## src/rtl/apb_pkg.sv

```systemverilog
// apb_pkg: shared state type and default geometry for the APB master.
package apb_pkg;
    typedef enum logic [1:0] {IDLE, SETUP, ACCESS, RESP} apb_state_t;
    localparam int DEF_ADDR_W  = 32;
    localparam int DEF_DATA_W  = 32;
    localparam int DEF_TIMEOUT = 16;
endpackage

```

## src/rtl/apb_wait_cnt.sv

```systemverilog
// apb_wait_cnt: saturating wait-state counter with clear, enable and timeout flag.
module apb_wait_cnt #(
    parameter int LIMIT = 16
) (
    input  logic clk,
    input  logic rst,
    input  logic clr,
    input  logic en,
    output logic hit
);
    localparam int W = $clog2(LIMIT + 1);
    logic [W-1:0] cnt;
    always_ff @(posedge clk) begin
        if (rst || clr) cnt <= '0;
        else if (en && cnt != W'(LIMIT)) cnt <= cnt + 1'b1;
    end
    // hit flags the stalled cycle whose increment brings the count to LIMIT
    assign hit = en && (cnt >= W'(LIMIT - 1));
endmodule

```

## src/rtl/apb_master.sv

```systemverilog
// apb_master: single-outstanding command/response to APB bridge with wait-state timeout.
module apb_master import apb_pkg::*; #(
    parameter int ADDR_W  = DEF_ADDR_W,
    parameter int DATA_W  = DEF_DATA_W,
    parameter int TIMEOUT = DEF_TIMEOUT
) (
    input  logic                clk,
    input  logic                nrst,
    input  logic                cmd_valid,
    output logic                cmd_ready,
    input  logic                cmd_write,
    input  logic [ADDR_W-1:0]   cmd_addr,
    input  logic [DATA_W-1:0]   cmd_wdata,
    input  logic [DATA_W/8-1:0] cmd_strb,
    input  logic [2:0]          cmd_prot,
    output logic                rsp_valid,
    input  logic                rsp_ready,
    output logic [DATA_W-1:0]   rsp_rdata,
    output logic                rsp_err,
    output logic [ADDR_W-1:0]   paddr,
    output logic [2:0]          prot,
    output logic [DATA_W-1:0]   pwdata,
    output logic                pwrite,
    output logic                psel,
    output logic                penable,
    output logic [DATA_W/8-1:0] pstrb,
    input  logic                pready,
    input  logic                slverr,
    input  logic [DATA_W-1:0]   prdata
);
    apb_state_t state, nxt;
    logic       hit;
    logic       take;
    logic       done;

    assign take = (state == IDLE) && cmd_valid;
    assign done = (state == ACCESS) && (pready || hit);

    apb_wait_cnt #(.LIMIT(TIMEOUT)) u_cnt (
        .clk (clk),
        .rst (nrst),
        .clr (take),
        .en  ((state == ACCESS) && !pready),
        .hit (hit)
    );

    always_ff @(posedge clk) begin
        if (nrst) state <= IDLE;
        else state <= nxt;
    end

    always_comb begin
        nxt       = state;
        cmd_ready = 1'b0;
        psel      = 1'b0;
        penable   = 1'b0;
        rsp_valid = 1'b0;
        case (state)
            IDLE: begin
                cmd_ready = 1'b1;
                if (cmd_valid) nxt = SETUP;
            end
            SETUP: begin
                psel = 1'b1;
                nxt  = ACCESS;
            end
            ACCESS: begin
                psel    = 1'b1;
                penable = 1'b1;
                if (pready || hit) nxt = RESP;
            end
            default: begin
                rsp_valid = 1'b1;
                if (rsp_ready) nxt = IDLE;
            end
        endcase
    end

    // response registers load only when leaving ACCESS, so they hold through RESP
    always_ff @(posedge clk) begin
        if (nrst) begin
            paddr     <= '0;
            pwrite    <= 1'b0;
            pwdata    <= '0;
            pstrb     <= '0;
            prot      <= '0;
            rsp_rdata <= '0;
            rsp_err   <= 1'b0;
        end else begin
            if (take) begin
                paddr  <= cmd_addr;
                pwrite <= cmd_write;
                pwdata <= cmd_write ? cmd_wdata : '0;
                pstrb  <= cmd_write ? cmd_strb : '0;
                prot   <= cmd_prot;
            end
            if (done) begin
                rsp_rdata <= (pready && !pwrite) ? prdata : '0;
                rsp_err   <= pready ? slverr : 1'b1;
            end
        end
    end
endmodule

```

## config.mk

```make
export PLATFORM = sky130hd
export DESIGN_NAME = apb_master
export DESIGN_NICKNAME = d
export VERILOG_FILES = /design/src/rtl/apb_pkg.sv /design/src/rtl/apb_wait_cnt.sv /design/src/rtl/apb_master.sv
export SDC_FILE = /design/constraint.sdc
export NUM_CORES = 1
export LEC_CHECK = 0
export CORE_ASPECT_RATIO = 1.2
export CORE_MARGIN = 2
export CORE_UTILIZATION = 35
export DETAILED_ROUTE_END_ITERATION = 10
export HOLD_SLACK_MARGIN = 0.12
export PLACE_DENSITY = 0.76
export SLEW_MARGIN = 10
export SYNTH_ARGS = -nofsm -noshare
export SYNTH_HDL_FRONTEND = slang
export SYNTH_SLANG_ARGS = --single-unit
```

## constraint.sdc

```tcl
create_clock -name clk -period 1.7 [get_ports clk]
set_clock_uncertainty 0.1 [all_clocks]
set_input_delay 0.34 -clock clk [delete_from_list [all_inputs] [get_ports clk]]
set_output_delay 0.34 -clock clk [all_outputs]
set_load 0.01 [all_outputs]
```

==> reports/metrics.yaml, run 1 <==
status:
  outcome: "finished with violations"
  violations: "negative setup slack"
worst_hold_path:
  hold_path_class: "input port to register"
power:
  p_int_w: 0.00574
  clockPowerShare_pct: 27.1
  swShare_pct: 31.3
  power.switching_w: 0.00261
  pwr-share-seq_pct: 38.2
  peakVddDrop_mv: 0.662
  p_leak_nw: 3.60
  pwr-share-comb_pct: 34.7
  power_density_mw_per_mm2: 1140
  totalPowerFinal_w: 0.00836
timing:
  maxSlewViolCount: 0
  setup_tns_ns: -1.68
  fin_crit_ns: 1.78
  slew_headroom_pct: 72.4
  min_period_over_period_pct: 105
  fin_ws_ns: -0.0835
  max_freq_mhz: 561
  finalHoldViolations: 0
  worst_slew_pin_slew_ns: 0.414
  setup_viol: 32
  rsz0062_at_grt: "yes"
  holdWs_ns: 0.300
floorplanning:
  pin_count: 219
  core_area_sq_mm: 0.0116
  row_count: 43
  die_y_microns: 123
  fp.dieW_microns: 103
  initial_core_util_pct: 35.8
  dieArea_sq_mm: 0.0127
synthesis:
  ys_warn_count: 0
  synth-seq-cells: 112
  syn_nets: 558
  syn_area_per_cell_sq_um: 9.37
  synthDistinctLibCells: 36
  ys_seq_area_share_pct: 54.1
  synthCells: 442
  syn-cell-area_sq_mm: 0.00414
global_route:
  gr-usage-met1_pct: 22.7
  use_met3_pct: 4.58
  grt_max_degree: 71
  track_usage_pct: 19.6
  grt-busiest-layer: "met2"
  grt_pass1_vias: 4082
  met2_usage_pct: 34.6
  antenna_found_initial: 0
  grt_pass1_wl_microns: 19700
  overflow: 0
finish:
  fillers: 934
  area_growth_pct: 76.5
  layout-drive-gt1-share_pct: 12.8
  nNetsFinal: 773
  antenna_cells: 0
setup_path:
  cp.arrival_ns: 1.93
  startpoint_type: "register"
  endpoint_kind: "register"
  setup.worst_path.class: "register to register"
  crit_required_ns: 1.84
  crit_fanout: 8
clock_network:
  clockBufferDepth: 2
  clock_latency_ns: 0.33
  cts_buffers: 9
  cts.clk_slew.worst_paths_ns: 0.07
  htreeDepth: 3
  cts_tree: "done"
  cts_sinks: 112
  cts-root-buf: "clkbuf_16"
routing:
  route.detailed.drc: 0
  vias: 4191
  dr.pass1.iters: 4
  viasPerCell: 5.12
  wirelength_microns: 13400
  drt_iter0_markers: 114
  ant_nets: 0
  avgRoutedWirePerCell_microns: 16.4
placed_design:
  place.gp.congestion: 0.724
  portBuffers: 218
  hpwl_microns: 9100
job:
  drv_cap: 0
Yosys cell counts:
library cell	instances	area share, %
dfxtp_1	112	54
nand4_1	1	0.15
ha_1	6	1.8
and3b_1	1	0.21
a21oi_1	72	8.7
mux2i_1	1	0.24
o211a_1	1	0.24
buf_4	7	1.3
o21a_1	1	0.18
nor3_1	1	0.12
nor2b_1	1	0.15
nor4bb_1	1	0.24
a21boi_0	1	0.18
a21o_1	1	0.18
a311oi_1	32	6.8
nor4b_1	1	0.21
a211o_1	1	0.21
or3_1	1	0.15
a31oi_1	2	0.30
and2_1	1	0.15
nand2b_1	3	0.45
buf_2	5	0.60
and3_4	1	0.27
and3_1	1	0.15
o21ai_0	5	0.60
nand4bb_1	1	0.27
nand2_1	105	9.5
a22oi_1	1	0.18
o21bai_1	1	0.18
buf_6	5	1.4
inv_1	8	0.73
nand3_1	3	0.36
a22o_1	36	7.6
or4_1	1	0.18
clkbuf_1	16	1.5
buf_1	5	0.45
sequential cells by signal, summed over array words and instances (netlist names):
signal     count
prot           3
pstrb          4
pwdata        32
rsp_err        1
paddr         32
state          2
pwrite         1
rsp_rdata     32
u_cnt.cnt      5
layout by cell type (no fill, tap or decap), types with 2 or more instances in the layout:
cell type,netlist,final
a21oi_1,72,71
a22o_1,36,36
a311oi_1,32,7
a311oi_2,0,25
a31oi_1,2,2
and3_4,1,2
buf_12,0,5
buf_16,0,2
buf_2,5,2
buf_4,7,16
bufinv_16,0,2
clkbuf_16,0,10
clkbuf_2,0,2
clkdlybuf4s50_1,0,148
clkinv_4,0,2
dfxtp_1,112,109
dfxtp_2,0,2
dlygate4sd2_1,0,5
dlymetal6s2s_1,0,60
ha_1,6,2
ha_4,0,4
inv_1,8,7
inv_6,0,2
nand2_1,105,104
nand2b_1,3,3
nand3_1,3,3
o21ai_0,5,5
layout make-up:
cell class              count  area [sq um]  area share, %
clock buffers               9           225           3.08
well taps                 157           196           2.69
clock inverters             7           103           1.40
repair buffers            242          2610           35.7
flip-flops and latches    112          2250           30.8
multi-input cells         284          1900           26.0
inverters                   8          30.0          0.411
final timing paths:
check / end / start / slack, ns / cells past startpoint
setup / recovery: rsp_rdata[2] / u_cnt.cnt[1] / -0.08 / 7
hold / removal: state[0] / nrst / 0.30 / 3
setup reg to reg: rsp_rdata[2] / u_cnt.cnt[1] / -0.08 / 7
hold reg to reg: paddr[20] / paddr[20] / 0.35 / 2
what timing repair did:
action	4_1_cts	5_1_grt
setup buffers	1	0
resized for setup	41	79
endpoints found under the setup margin	43	102
hold buffers	0	0
gates cloned	2	1
pin swaps	2	3
logic make-up after synthesis:
kind of cell	Yosys count	synth area share (%)
AO/OA/AOI/OAI	154	25.3
adder cells (fa/ha/maj)	6	1.81
multiplexers	1	0.242
AND/OR/NAND/NOR	123	12.6
buffers and inverters	46	5.86
flip-flops	112	54.1
metrics by stage:
step | util, % | instance area (sq um) | setup WS [ns] | std cells
after floorplan | - | 4170 | 0.000344 | 442
after global placement | 56.5 | 6540 | -0.151 | 799
after detailed placement | 56.5 | 6540 | -0.242 | 799
after CTS | 60.9 | 7040 | -0.0664 | 818
after global routing | 63.2 | 7310 | -0.140 | 819
final | 63.2 | 7310 | -0.0835 | 819
metal layers:
metal	share of wire (%)	routed length, microns
met3	5.3	714
met4	2.8	380
met5	0	0
met2	52	6970
met1	40	5360
critical path, stage by stage, from the launching register on:
cell	delay, ns
dfxtp_2	0.34
ha_4	0.15
and3_4	0.18
ha_4	0.16
nor3_4	0.16
nand2_4	0.15
clkbuf_16	0.20
a311oi_1	0.24
power groups by stage:
stage / Combinational (W) / Sequential [W] / Clock (W)
final: 0.00290 / 0.00319 / 0.00227
after global routing: 0.00314 / 0.00323 / 0.00243
after CTS: 0.00287 / 0.00318 / 0.00235
after detailed placement: 0.00278 / 0.00323 / 0
after global placement: 0.00271 / 0.00322 / 0
after floorplan: 0.00124 / 0.00338 / 0
Note: power is estimated with default switching activity, not from simulation.
==> inputs of run 2 (changes only) <==
Settings changed: GPL_ROUTABILITY_DRIVEN from default to 0, GPL_TIMING_DRIVEN from default to 0.
==> reports/metrics.yaml, run 2 (same netlist as run 1, synthesis figures left out) <==
clock_network:
  cts_tree: "done"  # unchanged
  cts-root-buf: "clkbuf_16"  # unchanged
  cts.clk_slew.worst_paths_ns: 0.07  # about the same
  clockBufferDepth: 2  # unchanged
  clock_latency_ns: 0.34  # was 0.33 ns
  htreeDepth: 3  # unchanged
  cts_buffers: 9  # unchanged
  cts_hold_buffers: 0  # unchanged
  cts_sinks: 112  # unchanged
routing:
  route.detailed.drc: 0  # unchanged
  ant_nets: 0  # unchanged
  avgRoutedWirePerCell_microns: 15.9  # was 16.4 microns
  dr.pass1.iters: 4  # unchanged
  vias: 4232  # was 4191
  wirelength_microns: 13400  # about the same
  drt_iter0_markers: 172  # was 114
  viasPerCell: 5.03  # was 5.12
power:
  peakVddDrop_mv: 0.542  # was 0.662 mV
  p_leak_nw: 3.82  # was 3.60 nW
  power_density_mw_per_mm2: 1120  # was 1140 mW/mm^2
setup_path:
  startpoint_type: "register"  # unchanged
  cpMostUsedCell: "ha_4"  # unchanged
  cpLargestDelayFamily: "simple AND/OR/NAND/NOR gates"  # unchanged
  cp.arrival_ns: 1.93  # about the same
  endpoint_kind: "register"  # unchanged
  cpMaxStageDelayCell: "dfxtp_2"  # unchanged
  crit_fanout: 8  # unchanged
  crit_buf_inv: 1  # unchanged
  reg2reg_depth: 7  # unchanged
  max_stage_delay_ns: 0.34  # about the same
  crit_required_ns: 1.84  # about the same
  path_cells: "ha_4 -> and3_4 -> ha_4 -> nor3_4 -> nand2_4 -> buf_8 -> a311oi_2"  # was ha_4 -> and3_4 -> ha_4 -> nor3_4 -> nand2_4 -> clkbuf_16 -> a311oi_1
  path_depth: 7  # unchanged
  setup.worst_path.class: "register to register"  # unchanged
finish:
  antenna_cells: 0  # unchanged
  nNetsFinal: 796  # was 773
  final_common_cell: "clkdlybuf4s50_1"  # unchanged
  fillers: 956  # was 934
  final_cells: 842  # was 819
  area_growth_pct: 77.6  # was 76.5%
  layout-drive-gt1-share_pct: 14.7  # was 12.8%
  reg_top3: "paddr: 32 flops, pwdata: 32 flops, rsp_rdata: 32 flops"  # unchanged
  layout_common_cells: "clkdlybuf4s50_1, dfxtp_1, nand2_1"  # unchanged
global_route:
  track_usage_pct: 19.8  # was 19.6%
  grt_max_degree: 20  # was 71
  grt_pass1_vias: 4071  # was 4082
  grt_pass1_wl_microns: 19900  # was 19700 microns
  antenna_found_initial: 0  # unchanged
  overflow: 0  # unchanged
timing:
  setup_viol: 33  # was 32
  fin_ws_ns: -0.0941  # was -0.0835 ns
  max_freq_mhz: 557  # was 561 MHz
  rsz0062_at_grt: "yes"  # unchanged
  finalHoldViolations: 0  # unchanged
  slew_headroom_pct: 51.9  # was 72.4%
  fin_crit_ns: 1.79  # was 1.78 ns
  maxSlewViolCount: 0  # unchanged
  holdWs_ns: 0.350  # was 0.300 ns
  min_period_over_period_pct: 106  # was 105%
  worst_slew_pin_slew_ns: 0.721  # was 0.414 ns
status:
  violations: "negative setup slack"  # unchanged
  outcome: "finished with violations"  # unchanged
floorplanning:
  core_area_sq_mm: 0.0116  # unchanged
  initial_core_util_pct: 35.8  # unchanged
  pin_count: 219  # unchanged
  dieArea_sq_mm: 0.0127  # unchanged
  die_y_microns: 123  # unchanged
  fp.dieW_microns: 103  # unchanged
  row_count: 43  # unchanged
placed_design:
  hpwl_microns: 9500  # was 9100 microns
  place_inst: 816  # was 799
  portBuffers: 217  # was 218
worst_hold_path:
  holdPathStages: 2  # was 3
  hold_path_class: "register to register"  # was input port to register
job:
  drv_cap: 0  # unchanged
[run 2: cell types whose count changed in the layout (fill, tap and decap cells not counted), moves of 3 or more]
| cell | delta |
|---|---|
| dlymetal6s2s_1 | +11 |
| clkbuf_2 | +9 |
| clkbuf_1 | +6 |
| clkbuf_8 | +3 |
| buf_2 | +4 |
| clkdlybuf4s50_1 | -9 |
| buf_12 | -5 |
| buf_6 | +7 |
[run 2: cell type report]
class                   count  area [sq um]  area share (%)
well taps                 157           196            2.67
flip-flops and latches    112          2250            30.6
clock buffers               9           225            3.06
multi-input cells         284          1900            25.8
inverters                   8          30.0           0.408
clock inverters             7          80.1            1.09
repair buffers            228          2430            33.0
plain buffers              37           249            3.39
[run 2: path summary, 6_finish.rpt]
| kind | startpoint | to | slack (ns) |
|---|---|---|---|
| worst max-delay path | u_cnt.cnt[1] | rsp_rdata[14] | -0.09 |
| worst min-delay path | paddr[12] | paddr[12] | 0.35 |
| worst max register to register | u_cnt.cnt[1] | rsp_rdata[14] | -0.09 |
| worst min register to register | paddr[12] | paddr[12] | 0.35 |
[run 2: metal layers]
layer	vias to the layer above	routed length (microns)	GRT usage, %
met5	-	0	0
met4	0	325	7.32
met3	25	855	4.30
met2	162	6760	34.0
met1	1987	5470	24.3
li1	2058	-	-
[run 2: repair_timing]
item | CTS | global route
resized for setup | 60 | 96
buffers inserted | 4 | 3
pin swaps | 7 | 7
endpoints found under the setup margin | 97 | 157
cloned | 4 | 0
[run 2: worst reg2reg max path: stages, from the launching register on]
cell and delay [ns]:
dfxtp_2 0.34, ha_4 0.16, and3_4 0.19, ha_4 0.17
nor3_4 0.17, nand2_4 0.14, buf_8 0.17, a311oi_2 0.27
[run 2: per-stage QoR]
step	cell area [sq um]	util [%]	TNS (ns)	total power, W	worst slack [ns]
after global routing	7350	63.6	-4.29	0.00866	-0.158
final	7350	63.6	-1.76	0.00822	-0.0941
after detailed placement	6540	56.5	-24.95	0.00597	-0.329
after global placement	6540	56.5	-21.76	0.00589	-0.285
after CTS	7090	61.3	-3.92	0.00826	-0.167
after floorplan	4170	-	0	0.00461	0.000344
[run 2: report_power, final]
part,internal [W],switching [W]
combinational,0.00143,0.00145
sequential,0.00299,0.000198
clock,0.00116,0.000991
